[config.mk]
export PLATFORM = sky130hd
export DESIGN_NAME = remap_pixel_packer
export DESIGN_NICKNAME = d
export VERILOG_FILES = /design/src/rtl/remap_pixel_packer.sv
export SDC_FILE = /design/constraint.sdc
export NUM_CORES = 1
export LEC_CHECK = 0
export ABC_AREA = 1
export CAP_MARGIN = 10
export CORE_MARGIN = 2
export CORE_UTILIZATION = 54
export CTS_CLUSTER_SIZE = 30
export DETAILED_ROUTE_END_ITERATION = 10
export HOLD_SLACK_MARGIN = 0.05
export PLACE_DENSITY = 0.76
export SKIP_CTS_REPAIR_TIMING = 1
export SYNTH_ARGS = -nofsm -noshare
export SYNTH_HDL_FRONTEND = slang
export SYNTH_SLANG_ARGS = --single-unit
[constraint.sdc]
create_clock -name clk -period 4.3 [get_ports clk]
set_input_delay 1.075 -clock clk [delete_from_list [all_inputs] [get_ports clk]]
set_output_delay 1.075 -clock clk [all_outputs]
set_load 0.03 [all_outputs]
[src/rtl/remap_pixel_packer.sv]
// Packs the 8-bit interpolated pixel stream into PIXELS_PER_WORD-wide words, queued in a show-ahead FIFO.
// Optional macro REMAP_PACKER_FLUSH_EN: eof_in on a non-final lane flushes a PAD_VALUE-padded word.
`timescale 1ns/1ps
module remap_pixel_packer #(
  parameter int unsigned PIXELS_PER_WORD = 8,
  parameter int unsigned FIFO_DEPTH      = 4,
  parameter int unsigned STALL_MARGIN    = 2,
  parameter logic [7:0]  PAD_VALUE       = 8'h00
) (
  input  logic                                clk,
  input  logic                                reset_n,
  input  logic [7:0]                          pixel_in,
  input  logic                                pixel_in_valid,
  input  logic                                sof_in,
  input  logic                                eof_in,
  output logic [8*PIXELS_PER_WORD-1:0]        word_out,
  output logic                                word_out_last,
  output logic                                word_out_valid,
  input  logic                                word_out_ready,
  output logic [$clog2(FIFO_DEPTH):0]         fifo_level,
  output logic                                almost_full,
  output logic                                overflow
);

  localparam int unsigned WordW = 8 * PIXELS_PER_WORD;
  localparam int unsigned IdxW  = $clog2(PIXELS_PER_WORD);
  localparam int unsigned PtrW  = $clog2(FIFO_DEPTH);
  localparam int unsigned LvlW  = PtrW + 1;

  localparam logic [IdxW-1:0] LastLane = IdxW'(PIXELS_PER_WORD - 1);
  localparam logic [LvlW-1:0] DepthLvl = LvlW'(FIFO_DEPTH);
  localparam logic [LvlW-1:0] AfLvl    =
      (STALL_MARGIN >= FIFO_DEPTH) ? '0 : LvlW'(FIFO_DEPTH - STALL_MARGIN);

`ifdef REMAP_PACKER_FLUSH_EN
  localparam bit FlushEn = 1'b1;
`else
  localparam bit FlushEn = 1'b0;
`endif

  logic [IdxW-1:0]  pix_idx_q, pix_idx_d;
  logic [WordW-1:0] pack_q, pack_d;
  logic [PtrW-1:0]  wr_ptr_q, wr_ptr_d;
  logic [PtrW-1:0]  rd_ptr_q, rd_ptr_d;
  logic [LvlW-1:0]  level_q, level_d;
  logic             overflow_q, overflow_d;

  logic [WordW-1:0] mem_q [FIFO_DEPTH];
  logic             last_mem_q [FIFO_DEPTH];

  logic [IdxW-1:0]  base_idx;
  logic [WordW-1:0] base_pack, assembled, padded, push_word;
  logic             push_req, push_last, pop, accept, drop;

  // Packing: sof restarts the word before the current pixel is placed.
  always_comb begin
    pix_idx_d = pix_idx_q;
    pack_d    = pack_q;
    push_req  = 1'b0;
    push_word = '0;
    push_last = 1'b0;
    base_idx  = sof_in ? '0 : pix_idx_q;
    base_pack = sof_in ? '0 : pack_q;
    assembled = base_pack;
    padded    = base_pack;
    for (int k = 0; k < int'(PIXELS_PER_WORD); k++) begin
      if (IdxW'(k) == base_idx) begin
        assembled[8*k +: 8] = pixel_in;
        padded[8*k +: 8]    = pixel_in;
      end else if (IdxW'(k) > base_idx) begin
        padded[8*k +: 8] = PAD_VALUE;
      end
    end
    if (pixel_in_valid) begin
      if (base_idx == LastLane) begin
        push_req  = 1'b1;
        push_word = assembled;
        push_last = eof_in;
        pix_idx_d = '0;
        pack_d    = '0;
      end else if (eof_in) begin
        pix_idx_d = '0;
        pack_d    = '0;
        if (FlushEn) begin
          push_req  = 1'b1;
          push_word = padded;
          push_last = 1'b1;
        end
      end else begin
        pix_idx_d = base_idx + IdxW'(1);
        pack_d    = assembled;
      end
    end
  end

  // A push into a full FIFO still succeeds when the head leaves on the same edge.
  always_comb begin
    pop    = word_out_valid && word_out_ready;
    accept = push_req && ((level_q < DepthLvl) || pop);
    drop   = push_req && !accept;

    wr_ptr_d = accept ? wr_ptr_q + PtrW'(1) : wr_ptr_q;
    rd_ptr_d = pop ? rd_ptr_q + PtrW'(1) : rd_ptr_q;
    level_d  = level_q;
    if (accept && !pop) begin
      level_d = level_q + LvlW'(1);
    end else if (pop && !accept) begin
      level_d = level_q - LvlW'(1);
    end

    overflow_d = overflow_q;
    if (pixel_in_valid && sof_in) begin
      overflow_d = 1'b0;
    end
    if (drop) begin
      overflow_d = 1'b1;
    end
  end

  always_ff @(posedge clk or negedge reset_n) begin
    if (!reset_n) begin
      pix_idx_q  <= '0;
      pack_q     <= '0;
      wr_ptr_q   <= '0;
      rd_ptr_q   <= '0;
      level_q    <= '0;
      overflow_q <= 1'b0;
    end else begin
      pix_idx_q  <= pix_idx_d;
      pack_q     <= pack_d;
      wr_ptr_q   <= wr_ptr_d;
      rd_ptr_q   <= rd_ptr_d;
      level_q    <= level_d;
      overflow_q <= overflow_d;
    end
  end

  always_ff @(posedge clk) begin
    if (accept) begin
      mem_q[wr_ptr_q]      <= push_word;
      last_mem_q[wr_ptr_q] <= push_last;
    end
  end

  // Storage is not reset, so the head is masked while the FIFO is empty.
  always_comb begin
    word_out_valid = (level_q != '0);
    word_out       = word_out_valid ? mem_q[rd_ptr_q] : '0;
    word_out_last  = word_out_valid ? last_mem_q[rd_ptr_q] : 1'b0;
    fifo_level     = level_q;
    almost_full    = (level_q >= AfLvl);
    overflow       = overflow_q;
  end

endmodule
Yosys cells after proc, flatten, opt, wreduce, memory -nomap -nowiden. Memories as Yosys holds them, arrays and structs flattened. Index checks and enable logic that the tools add are counted.

Bits in registers: 75. Memory bits (writable): 260. Input bits: 14. Memories: 2.

Add/subtract/negate cells: 5. Magnitude comparators: 2. Eq/ne operators: 8. Multiplexer cells: 28. Reduce and logical (&&, ||, !) cells: 13.

Memories: mem_q (depth 4, bits a word 64, rd ports 1, clocked after memory_dff 0, wr ports 1, line 48) `logic [WordW-1:0] mem_q [FIFO_DEPTH];`; last_mem_q (depth 4, bits a word 1, rd ports 1, clocked after memory_dff 0, wr ports 1, line 49) `logic last_mem_q [FIFO_DEPTH];`.

Operator list (number): $mux W64 (6); $mux W8 (8); $mux W3 (5); $eq A3 B3 Y1 const A (4); $mux W1 (9); $add A3 B1 Y3 const B (2); $eq A2 B3 Y1 const A (2); $logic_and A1 B1 Y1 (6); $add A2 B1 Y2 const B (2); $reduce_bool A2 Y1 (2); $eq A1 B3 Y1 const A (1); $eq A3 B3 Y1 const B (1); $ge A3 B2 Y1 const B (1); $logic_not A3 Y1 (1); $lt A3 B3 Y1 const B (1); $reduce_bool A3 Y1 (1); $sub A3 B1 Y3 const B (1); $logic_not A1 Y1 (2); $logic_or A1 B1 Y1 (1).

Longest topological paths before layout. Gate-level depths: netlist of run 1.

Depth after elaboration: 9. Gate-level depth with buffers: 16. Mapped depth without buffers: 16.

Worst setup path before layout of run 1. OpenSTA, ideal clock, no wires.

Path kind: input to register. Start: in sof_in. End: mem last_mem_q[0] (enable). Arrival: 4774 ps. Data required time: 3811 ps. Setup slack: -963 ps. Cell stages on the path: 7. Buffers on the path: 1. Cells stage by stage: nor2_2 > buf_2 > ha_1 > nand2_1 > inv_1 > nand2_1 > nor2_1.

Cells in the longest elaborated chain, start to end: 7.

RTL lines: start: declaration (line 14) `input logic sof_in,`; $mux W3 (line 62) `base_idx = sof_in ? '0 : pix_idx_q;`; $eq A3 B3 Y1 (line 75) `if (base_idx == LastLane) begin`; $mux W1 (line 75); $mux W1 (line 74) `if (pixel_in_valid) begin`; $logic_and A1 B1 Y1 (line 99) `accept = push_req && ((level_q < DepthLvl) || pop);`; $mux W1 (line 139) `if (accept) begin`; $mux W1 (not written as such) (line 141) `last_mem_q[wr_ptr_q] <= push_last;`; end: declaration (line 49).

No other way between the ends.

Worst setup path in the final report of run 1.
Start: reg rd_ptr_q[1]. End: out word_out[61].

Cells in the longest elaborated chain, start to end: 2.

RTL lines: start: declaration (line 44) `logic [PtrW-1:0] rd_ptr_q, rd_ptr_d;`; start signal: assignment (line 132) `rd_ptr_q <= rd_ptr_d;`; $mem_v2 Z4 W64; $mux W64 (line 148) `word_out = word_out_valid ? mem_q[rd_ptr_q] : '0;`; end: declaration (line 16) `output logic [8*PIXELS_PER_WORD-1:0] word_out,`.

No other way between the ends.

==> summary.md, run 1 <==
| Metric | Value |
|---|---|
| CTS tree | `built` |
| Synth top area share | `51.7%` |
| Fillers | `2,196` |
| Worst-Skew Late Latency | `550 ps` |
| Critical path class | `reg2out` |
| Hpwl dp | `20,300 um` |
| Final Hold Violating Endpoints | `0` |
| CTS Buf Count | `30` |
| First-pass GRT wire length | `55,800 um` |
| Total die area | `29,300 um2` |
| Synth warn | `0` |
| Routed Wire Length | `35,400 um` |
| Commonest cells after routing, fill and taps aside | `nand2_1, inv_1, edfxtp_1` |
| Pre-CTS setup slack | `208 ps` |
| Area Growth Syn to Fin | `14.3%` |
| Crit share post-route | `91.7%` |
| Status | `finished clean` |
| Cell Pwr Density | `573 nW/um2` |
| Top area cells in the synthesized netlist | `edfxtp_1, nand2_1, dfrtp_1` |
| Cell area after synthesis | `15,100 um2` |
| Crit path DAT | `2870 ps` |
| H-tree Lvls | `1` |
| Placed Cells | `2,070` |
| Final Slew Violations | `0` |
| Sink Count | `327` |
| Cell Rows | `61` |
| Critical Path End Type | `output pin` |
| Initial Util | `54.7%` |
| Fraction of synthesized area in multiplexers | `0%` |
| Distinct cells, synth | `22` |
| Antenna Nets Post-Route | `0` |
| Crit-path max FO | `67` |
| Post-Synthesis Cells | `1,662` |
| Chip height | `171 um` |
| Startpoint types | `flop` |
| Clock Tree Buf Depth | `3` |
| Slew @ Worst Pin | `1100 ps` |
| Number of global-route vias before repair | `11,100` |
| Root Buffer | `clkbuf_16` |
| Hold WC Path Type | `reg2reg` |
| Seq cells post-synth | `327` |
| CP required | `3220 ps` |
| IO buf count | `84` |
| Post-synthesis compound-gate area fraction | `2.68%` |
| Drt first-iter violations | `1,159` |
| Grt ovf | `0` |
| Critical path cell sequence | `buf_4 -> nand3_1 -> a21oi_1 -> clkdlybuf4s50_1` |
| Max Cap Viol | `0` |
| # DRC | `0` |
| Slowest cell on crit path | `buf_4` |
| Max VDD drop | `0.000832 V` |
| Post-synthesis simple-gate area fraction | `23.5%` |
| Worst Slack Setup Final | `359 ps` |
| RePlAce Congestion | `0.822` |
| Die W | `171 um` |
| Post-Syn Area per Cell | `9.09 um2` |
| Leading cell type in the layout, fill and taps excluded | `nand2_1` |
| Fin cells | `2,125` |
| Inserted Diodes | `0` |
| Tot GR Track Use | `24.3%` |
| Post-synthesis sequential area ratio | `62.8%` |
| Initial antenna violation count | `0` |
| Area occupied by multi-input gates | `4180 um2` |
| XOR/XNOR Fraction of Synth Area | `0.174%` |
| Routed length per instance | `16.6 um` |
| Reg clk slew, reported paths | `60 ps` |
| Core Box Area | `27,600 um2` |
| Max_slew headroom | `26.5%` |
| Area leader, netlist | `edfxtp_1` |
| Slowest stage delay, CP | `750 ps` |
| Crit path time final | `3940 ps` |
| Skew final | `12.9 ps` |
| DR vias/cell | `5.34` |
| Static leakage | `8.19 nW` |
| Sequential standard cell area | `9490 um2` |
| Peak Freq | `254 MHz` |
| Nets | `1,750` |
| Final setup violation count | `0` |
| Largest family of logic cells by synthesized area | `simple AND/OR/NAND/NOR gates` |
| Adder-Cell Fraction of Synth Area | `1.04%` |
| Detailed Routing Iterations Pass 1 | `8` |
| Largest net degree at the start of global routing | `133` |
| Unrepaired setup endpoints after global routing | `false` |
| Layout cell share with drive strength beyond 1 | `6.93%` |
| Vias post-DR | `11,300` |
| Io pins | `85` |
| Post-Syn Nets | `1,688` |
## registers in the layout, summed over array words and instances (netlist names)
name,count
fifo_level,3
last_mem_q,4
mem_q,256
overflow,1
pack_q,56
pix_idx_q,3
rd_ptr_q,2
wr_ptr_q,2
## final cells by class
| type | instances | share of cell area [%] |
|---|---|---|
| sequential | 327 | 55.0 |
| tap | 378 | 2.74 |
| clock buffer | 38 | 4.70 |
| inverter | 294 | 6.40 |
| clock inverter | 17 | 0.573 |
| multi-input combinational | 957 | 24.2 |
| timing repair buffer | 114 | 6.37 |
## synthesized netlist by cell type (all sizes together)
cell type and count:
ha 11, nand4 1, fa 1, xor2 1
nor3 1, buf 44, a21oi 65, inv 294
xnor2 2, dfrtp 67, nor2 66, nand3 231
clkbuf 40, edfxtp 260, and2 8, nand2 554
o21ai 16
## per-stage QoR
stage	cell area, um2	total power, mW	util, %	setup TNS [ps]	hold WS [ps]
2_1_floorplan	15100	5.92	-	-250400	449
3_3_place_gp	16300	7.46	59.2	0	461
3_5_place_dp	16300	7.50	59.2	0	465
4_1_cts	17300	9.95	62.5	0	482
5_1_grt	17300	10.3	62.5	0	497
6_report	17300	9.89	62.5	0	480
## worst max-delay path, delay by kind of cell, from the launching register on
kind / cells / cell delay, ps
AOI/OAI and AO/OA: 1 / 310
buffers and inverters: 2 / 1490
and+or+nand+nor: 1 / 150
DFF: 1 / 360
## per-layer routing
metal	vias up	wire length, um	track usage (%)
met1	5471	14100	31.9
li1	5366	-	-
met2	423	17600	40.9
met4	0	1180	10.4
met3	78	2490	3.52
met5	-	0	0
## report_power, final
| group | internal [mW] | leakage [nW] | switching (mW) | total [mW] |
|---|---|---|---|---|
| clock | 1.38 | 0.452 | 1.09 | 2.48 |
| sequential | 3.42 | 2.92 | 0.0414 | 3.46 |
| combinational | 1.36 | 4.82 | 2.59 | 3.95 |
| total | 6.17 | 8.19 | 3.72 | 9.89 |
## kinds of logic (layout without fill, tap and decap cells)
family                   Yosys count  after routing
AO/OA/AOI/OAI                     81             81
flip-flops                       327            327
buffers and inverters            378            463
adder cells (fa/ha/maj)           12             12
XOR/XNOR                           3              3
AND/OR/NAND/NOR                  861            861
## final timing paths
kind	start	endpoint	slack (ps)	cells after the start
max	rd_ptr_q[1]	word_out[61]	360	4
min	pack_q[49]	pack_q[49]	480	2
max reg2reg	pix_idx_q[0]	fifo_level[2]	1470	15
min reg2reg	pack_q[49]	pack_q[49]	480	2
max in group asynchronous	reset_n	pack_q[31]	2760	2
min in group asynchronous	reset_n	rd_ptr_q[0]	710	1
Note: power is estimated with default switching activity, not from simulation.
==> inputs of run 2 (changes only) <==
--- a/config.mk
+++ b/config.mk
@@ -9,7 +9,6 @@
 export CAP_MARGIN = 10
 export CORE_MARGIN = 2
 export CORE_UTILIZATION = 54
-export CTS_CLUSTER_SIZE = 30
 export DETAILED_ROUTE_END_ITERATION = 10
 export HOLD_SLACK_MARGIN = 0.05
 export PLACE_DENSITY = 0.76
==> results of run 2 <==
No change in the layout: final DEF, timing and power equal those of run 1.
